<file path="config.mk">
export PLATFORM = sky130hd
export DESIGN_NAME = debug_pattern_generator
export DESIGN_NICKNAME = d
export VERILOG_FILES = /design/src/rtl/debug_pattern_generator.sv
export SDC_FILE = /design/constraint.sdc
export NUM_CORES = 1
export LEC_CHECK = 0
export BUFFER_PORTS_ARGS = -buffer_cell sky130_fd_sc_hd__clkbuf_2
export CAP_MARGIN = 40
export CORE_MARGIN = 3
export CORE_UTILIZATION = 41
export CTS_BUF_LIST = sky130_fd_sc_hd__clkbuf_4 sky130_fd_sc_hd__clkbuf_8
export DETAILED_ROUTE_END_ITERATION = 8
export PLACE_DENSITY = 0.68
export SLEW_MARGIN = 20
export SYNTH_ARGS = -nofsm -noshare
export SYNTH_HDL_FRONTEND = slang
export SYNTH_SLANG_ARGS = --single-unit
</file>
<file path="constraint.sdc">
create_clock -name clk -period 5.5 [get_ports clk]
set_clock_uncertainty 0.15 [all_clocks]
set_input_delay 1.1 -clock clk [delete_from_list [all_inputs] [get_ports clk]]
set_output_delay 1.1 -clock clk [all_outputs]
set_load 0.01 [all_outputs]
</file>
<file path="src/rtl/debug_pattern_generator.sv">
// Free-running vertical colour-bar source for the LCD queue FIFO.
// It emits framed 17-bit words: commands with bit 16 set, and RGB565 pixels with bit 16 clear.
module debug_pattern_generator #(
   parameter int FRAME_WIDTH    = 480,
   parameter int FRAME_HEIGHT   = 272,
   parameter int NUM_COLOR_BARS = 10
) (
   input  logic        clk,
   input  logic        reset,
   input  logic        queue_full,
   output logic [16:0] queue_data,
   output logic        queue_wr_en
);

   localparam int BAR_W = FRAME_WIDTH / NUM_COLOR_BARS;
   localparam int COL_W = $clog2(FRAME_WIDTH + 1);
   localparam int ROW_W = $clog2(FRAME_HEIGHT + 1);
   localparam int IN_W  = $clog2(BAR_W + 1);

   localparam logic [COL_W-1:0] COL_LAST = COL_W'(FRAME_WIDTH - 1);
   localparam logic [ROW_W-1:0] ROW_LAST = ROW_W'(FRAME_HEIGHT - 1);
   localparam logic [IN_W-1:0]  IN_LAST  = IN_W'(BAR_W - 1);
   localparam logic [3:0]       BAR_END  = 4'(NUM_COLOR_BARS);

   typedef enum logic [1:0] {
      FRAME_START,
      ROW_START,
      PIXELS,
      FRAME_END
   } state_t;

   state_t           state, state_next;
   logic             active;
   logic             accept;
   logic             last_col, last_row;
   logic [COL_W-1:0] col;
   logic [ROW_W-1:0] row;
   logic [3:0]       bar;
   logic [IN_W-1:0]  in_bar;
   logic [15:0]      pixel;

   function automatic logic [15:0] bar_color(input logic [3:0] idx);
      case (idx)
         4'd0:    bar_color = 16'hFFFF;
         4'd1:    bar_color = 16'hFFE0;
         4'd2:    bar_color = 16'h07FF;
         4'd3:    bar_color = 16'h07E0;
         4'd4:    bar_color = 16'hF81F;
         4'd5:    bar_color = 16'hF800;
         4'd6:    bar_color = 16'h001F;
         4'd7:    bar_color = 16'h0000;
         4'd8:    bar_color = 16'h8410;
         4'd9:    bar_color = 16'hFD20;
         default: bar_color = 16'h0000;
      endcase
   endfunction

   // active is set one edge after reset falls, so the first write follows that edge.
   assign queue_wr_en = active & ~reset & ~queue_full;
   assign accept      = queue_wr_en;
   assign last_col    = (col == COL_LAST);
   assign last_row    = (row == ROW_LAST);
   // The remainder columns past the last whole bar are black.
   assign pixel       = (bar < BAR_END) ? bar_color(bar) : 16'h0000;

   always_ff @(posedge clk) begin
      if (reset) begin
         state  <= FRAME_START;
         active <= 1'b0;
      end else begin
         state  <= state_next;
         active <= 1'b1;
      end
   end

   always_comb begin
      state_next = state;
      queue_data = 17'h10000;
      case (state)
         FRAME_START: begin
            queue_data = 17'h10000;
            if (accept) state_next = ROW_START;
         end
         ROW_START: begin
            queue_data = 17'h10001;
            if (accept) state_next = PIXELS;
         end
         PIXELS: begin
            queue_data = {1'b0, pixel};
            if (accept && last_col) state_next = last_row ? FRAME_END : ROW_START;
         end
         FRAME_END: begin
            queue_data = 17'h1FFFF;
            if (accept) state_next = FRAME_START;
         end
         default: state_next = FRAME_START;
      endcase
   end

   always_ff @(posedge clk) begin
      if (reset) begin
         col    <= '0;
         row    <= '0;
         bar    <= '0;
         in_bar <= '0;
      end else if (accept) begin
         case (state)
            FRAME_START: row <= '0;
            ROW_START: begin
               col    <= '0;
               bar    <= '0;
               in_bar <= '0;
            end
            PIXELS: begin
               if (last_col) begin
                  row <= row + 1'b1;
               end else begin
                  col <= col + 1'b1;
                  if (bar < BAR_END) begin
                     if (in_bar == IN_LAST) begin
                        in_bar <= '0;
                        bar    <= bar + 1'b1;
                     end else begin
                        in_bar <= in_bar + 1'b1;
                     end
                  end
               end
            end
            default: ;
         endcase
      end
   end

endmodule

</file>
# Yosys cells after proc, flatten, opt, wreduce, memory -nomap -nowiden
# Memory sizes are Yosys's and may differ from the RTL's. A register that Yosys moved wholly into a read port is not among the register bits.
# Index checks and enable logic that the tools add are counted.
totals:
  latch_bits: 0
  ff_bits: 31
  wordCells: 62
  n_memories: 1
  output_inout_bits: 18
  romBits: 256
  ramBits: 0
op_classes:
  muxes: 23
  mul: 0
  reduce_logical: 9
  n_eq_ne: 14
  bitwise_logic: 4
  shift: 0
  div: 0
  addsub: 4
  n_lt_le_gt_ge: 1
mem_list:
  columns: ["name", "depth", "width", "rd", "rd_ports_with_merged_regs", "write_ports", "line_no", "source"]
  rows:
  - ["(name not given)", 16, 16, 1, 1, 0, "43", "case (idx)"]
ops:
  columns: ["operator", "count"]
  rows:
  - ["$pmux 17 s4", 1]
  - ["$pmux 9 s2", 2]
  - ["$mux 4", 5]
  - ["$add 9x1->9 const B", 2]
  - ["$eq 9x9->1 const B", 2]
  - ["$mux 6", 3]
  - ["$mux 9", 2]
  - ["$mux 16", 1]
  - ["$ne 2x2->1 const B", 8]
  - ["$pmux 6 s2", 1]
  - ["$mux 2", 5]
  - ["$pmux 2 s4", 1]
  - ["$pmux 4 s2", 1]
  - ["$reduce_and 4->1", 2]
  - ["$add 6x1->6 const B", 1]
  - ["$eq 6x6->1 const B", 1]
  - ["$reduce_and 3->1", 2]
  - ["$reduce_and 5->1", 1]
  - ["$add 4x1->4 const B", 1]
  - ["$eq 2x2->1 const B", 2]
  - ["$lt 4x4->1 const B", 1]
  - ["$reduce_bool 2->1", 2]
  - ["$and 1x1->1", 2]
  - ["$eq 2x1->1 const B", 1]
  - ["4 further kinds", 5]

# Depth between registers and ports, before layout
logic_depth:
  word_depth: 7
  ltp_mapped: 8

# Least setup slack after synthesis
# OpenSTA, ideal clock, no wires.
synth_timing:
  path_kind: "input-to-output"
  from: "in reset"
  to: "out queue_wr_en"
  path_stages: 2
  t_arrival_ns: 1.596
  path_slack_ns: 2.654
  required_ns: 4.250
  path_cell_list: "or3b_4 clkinv_2"
synth_via:
  elab_chain_len: 3
synth_lines:
  columns: ["element", "line_no", "source"]
  rows:
  - ["start: declaration", "9", "input logic reset,"]
  - ["$not 1->1", "59", "assign queue_wr_en = active & ~reset & ~queue_full;"]
  - ["$and 1x1->1 (2 in series)", "59", null]
  - ["end: declaration", "12", "output logic queue_wr_en"]
# No other way between the ends.

# Final worst setup path
# Ends and elaborated chain as after synthesis.

==> summary.md <==
| Metric | Value |
|---|---|
| Cell breakdown of the critical path | `clkbuf_2 -> or3b_4 -> clkinv_2 -> clkbuf_2` |
| Routed vias/inst | `5.48` |
| Setup violators final | `0` |
| Crit path largest cell delay | `480 ps` |
| Synth warn | `0` |
| Bufs and invs on worst path | `3` |
| R2R cell count | `5` |
| Final-report hold violation count | `0` |
| Htree depth | `2` |
| Worst setup SP type | `input port` |
| FP Rows | `24` |
| Distinct cells, synth | `45` |
| Static leakage | `0.000852 uW` |
| GP Congestion | `0.822` |
| Gate count of the mapped netlist | `245` |
| Sink Count | `38` |
| Ys async rst share | `0` |
| Mapped cell area | `1960 um2` |
| Post_cts resized | `0` |
| CTS root buf | `clkbuf_8` |
| Clk_lat worst skew | `300 ps` |
| Post-synthesis sequential area ratio | `0.388` |
| Critical Path End Type | `output port` |
| # fillers | `443` |
| Most numerous cell in the Yosys netlist | `dfxtp_1` |
| Number of synthesized flops with an enable pin | `0` |
| Initial antenna violation count | `0` |
| Pins over their slew limit | `0` |
| CTS tree | `done` |
| RR Startpoint | `state[1]` |
| Die ar. | `5650 um2` |
| Hold Buf Count CTS | `0` |
| Synthesized Nets | `252` |
| Routed WL per cell | `12.8 um` |
| Routed wire length | `3970 um` |
| Max-cap violations | `0` |
| Crit Path Class | `input port to output port` |
| Worst hold start | `in_bar[0]` |
| Ant. Diodes | `0` |
| DP Worst Slack | `2200 ps` |
| Inserted Clock Buffers | `5` |
| Top cells by instance count after synthesis | `38 x dfxtp_1, 30 x a21oi_1, 28 x nor2_1, 24 x nand2_1, 13 x o21ai_0` |
| Io pins | `21` |
| Hpwl dp | `2890 um` |
| Final nets | `265` |
| Post-synth top area share | `0.388` |
| Crit-path max FO | `15` |
| GRT Total Usage | `0.159` |
| Top post-synthesis cells by area | `dfxtp_1 39%, a21oi_1 7.7%, nor2_1 5.4%` |
| Area leader, netlist | `dfxtp_1` |
| Most used flip-flop cell after synthesis | `dfxtp_1` |
| # port buffers | `20` |
| Core Area | `4470 um2` |
| Setup_tns | `0 ps` |
| Setup Buffers After CTS | `0` |
| Routed Antenna Nets | `0` |
| Req. time, crit path | `4250 ps` |
| WHS Path Cells | `2` |
| Synthesized flop and latch total | `38` |
| Worst VDD drop | `0.143 mV` |
| Slack of the critical path | `2200 ps` |
| Initial Utilization | `0.438` |
| Total number of vias | `1704` |
| Hold/Removal Path Class | `register to register` |
| Pwr/cell area | `271 nW/um2` |
| Slew headroom | `0.567` |
| Remaining Overflow, GRT | `0` |
| Status | `finished clean` |
| Clock Tree Buf Depth | `2` |
| DIE WIDTH | `75.2 um` |
| Area growth syn-to-layout | `10.8%` |
| DRC | `0` |
| Die Ht | `75.2 um` |
| Worst setup path startpoint | `reset` |
| Worst Tran Pin Value | `648 ps` |
| First-pass GRT wire length | `7020 um` |
| CTS clk-pin slew, worst paths | `70 ps` |
| Share of cells above drive strength 1 | `0.147` |
| R2R setup slack | `2900 ps` |
| DRT iter0 DRCs | `86` |
| Unrepaired setup endpoints after global routing | `no` |
| Crit path DAT | `2050 ps` |
| Peak Freq | `303 MHz` |
| Number of global-route vias before repair | `1599` |
| Critical-path top delay cell | `or3b_4` |
| Largest net degree at the start of global routing | `21` |
| Worst path depth | `4` |
| Avg Cell Area, Syn | `8.00 um2` |
| Final min period | `3300 ps` |
| Most frequent CP cell | `clkbuf_2` |
| Share of the clock period used by the worst path | `0.600` |
| First-pass DRT Iterations | `4` |
| Worst path top cell family by delay | `simple AND/OR/NAND/NOR gates` |
[cell type report]
type	count	area (um2)	area share
timing repair buffer	20	100	0.0461
inverter	6	23.8	0.0109
tap	52	65.1	0.0299
clock buffer	5	68.8	0.0317
multi-input combinational	187	1090	0.500
sequential	38	761	0.350
clock inverter	3	68.8	0.0317
[worst paths after layout]
check / end
hold reg to reg: in_bar[0]
setup / recovery: queue_wr_en
setup reg to reg: register
hold / removal: in_bar[0]
[metal layers]
metal / global-route usage / vias up / part of all wire
li1: - / 882 / -
met3: 0.0374 / 9 / 0.030
met5: 0 / - / 0
met1: 0.201 / 784 / 0.48
met4: 0.0680 / 0 / 0.023
met2: 0.259 / 29 / 0.46
[cells in the final DEF (no fill, tap or decap), types with 2 or more instances in the layout]
| cell type | synthesis | final |
|---|---|---|
| xnor2_1 | 4 | 4 |
| bufinv_16 | 0 | 2 |
| ha_1 | 4 | 4 |
| and4_1 | 3 | 3 |
| nand4_1 | 5 | 5 |
| nor3_1 | 7 | 7 |
| or3_1 | 5 | 5 |
| nand2_1 | 24 | 24 |
| and3_1 | 3 | 3 |
| nor2b_1 | 12 | 12 |
| a22oi_1 | 2 | 2 |
| clkbuf_2 | 0 | 20 |
| inv_1 | 4 | 4 |
| xor2_1 | 7 | 7 |
| nand3b_1 | 2 | 2 |
| nor2_1 | 28 | 28 |
| o21ai_1 | 2 | 2 |
| a21oi_1 | 30 | 30 |
| o21ai_0 | 13 | 13 |
| nand2b_1 | 6 | 6 |
| nand3_1 | 10 | 10 |
| clkbuf_8 | 0 | 5 |
| dfxtp_1 | 38 | 38 |
[per-stage QoR]
step / utilization / instances / total power [uW] / area (um2) / hold slack [ps]
final: 0.486 / 311 / 589 / 2170 / 342
after global routing: 0.486 / 311 / 610 / 2170 / 380
after CTS: 0.486 / 311 / 595 / 2170 / 340
after detailed placement: 0.455 / 303 / 312 / 2040 / 328
after global placement: 0.455 / 303 / 311 / 2040 / 323
after floorplan: - / 245 / 305 / 1960 / 303
[tightest hold or removal path: stages, from the launching register on]
cell	delay, ps
dfxtp_1	330
nand2_1	60
a21oi_1	50
[kinds of logic (layout without fill, tap and decap cells)]
family / count (synthesis) / in the layout / synth area share
compound gates: 58 / 58 / 0.179
xor+xnor: 11 / 11 / 0.0491
fa+ha+maj: 4 / 4 / 0.0255
buf+inv: 20 / 34 / 0.0581
flops: 38 / 38 / 0.388
simple gates: 114 / 114 / 0.301
[where the power goes]
group	internal [uW]	switching, uW	leakage, uW
Clock	182	102	0.0000683
Sequential	276	4.22	0.000307
Combinational	8.67	16.0	0.000476
Total	467	122	0.000852
No activity file was read; power rests on OpenSTA's default activity.
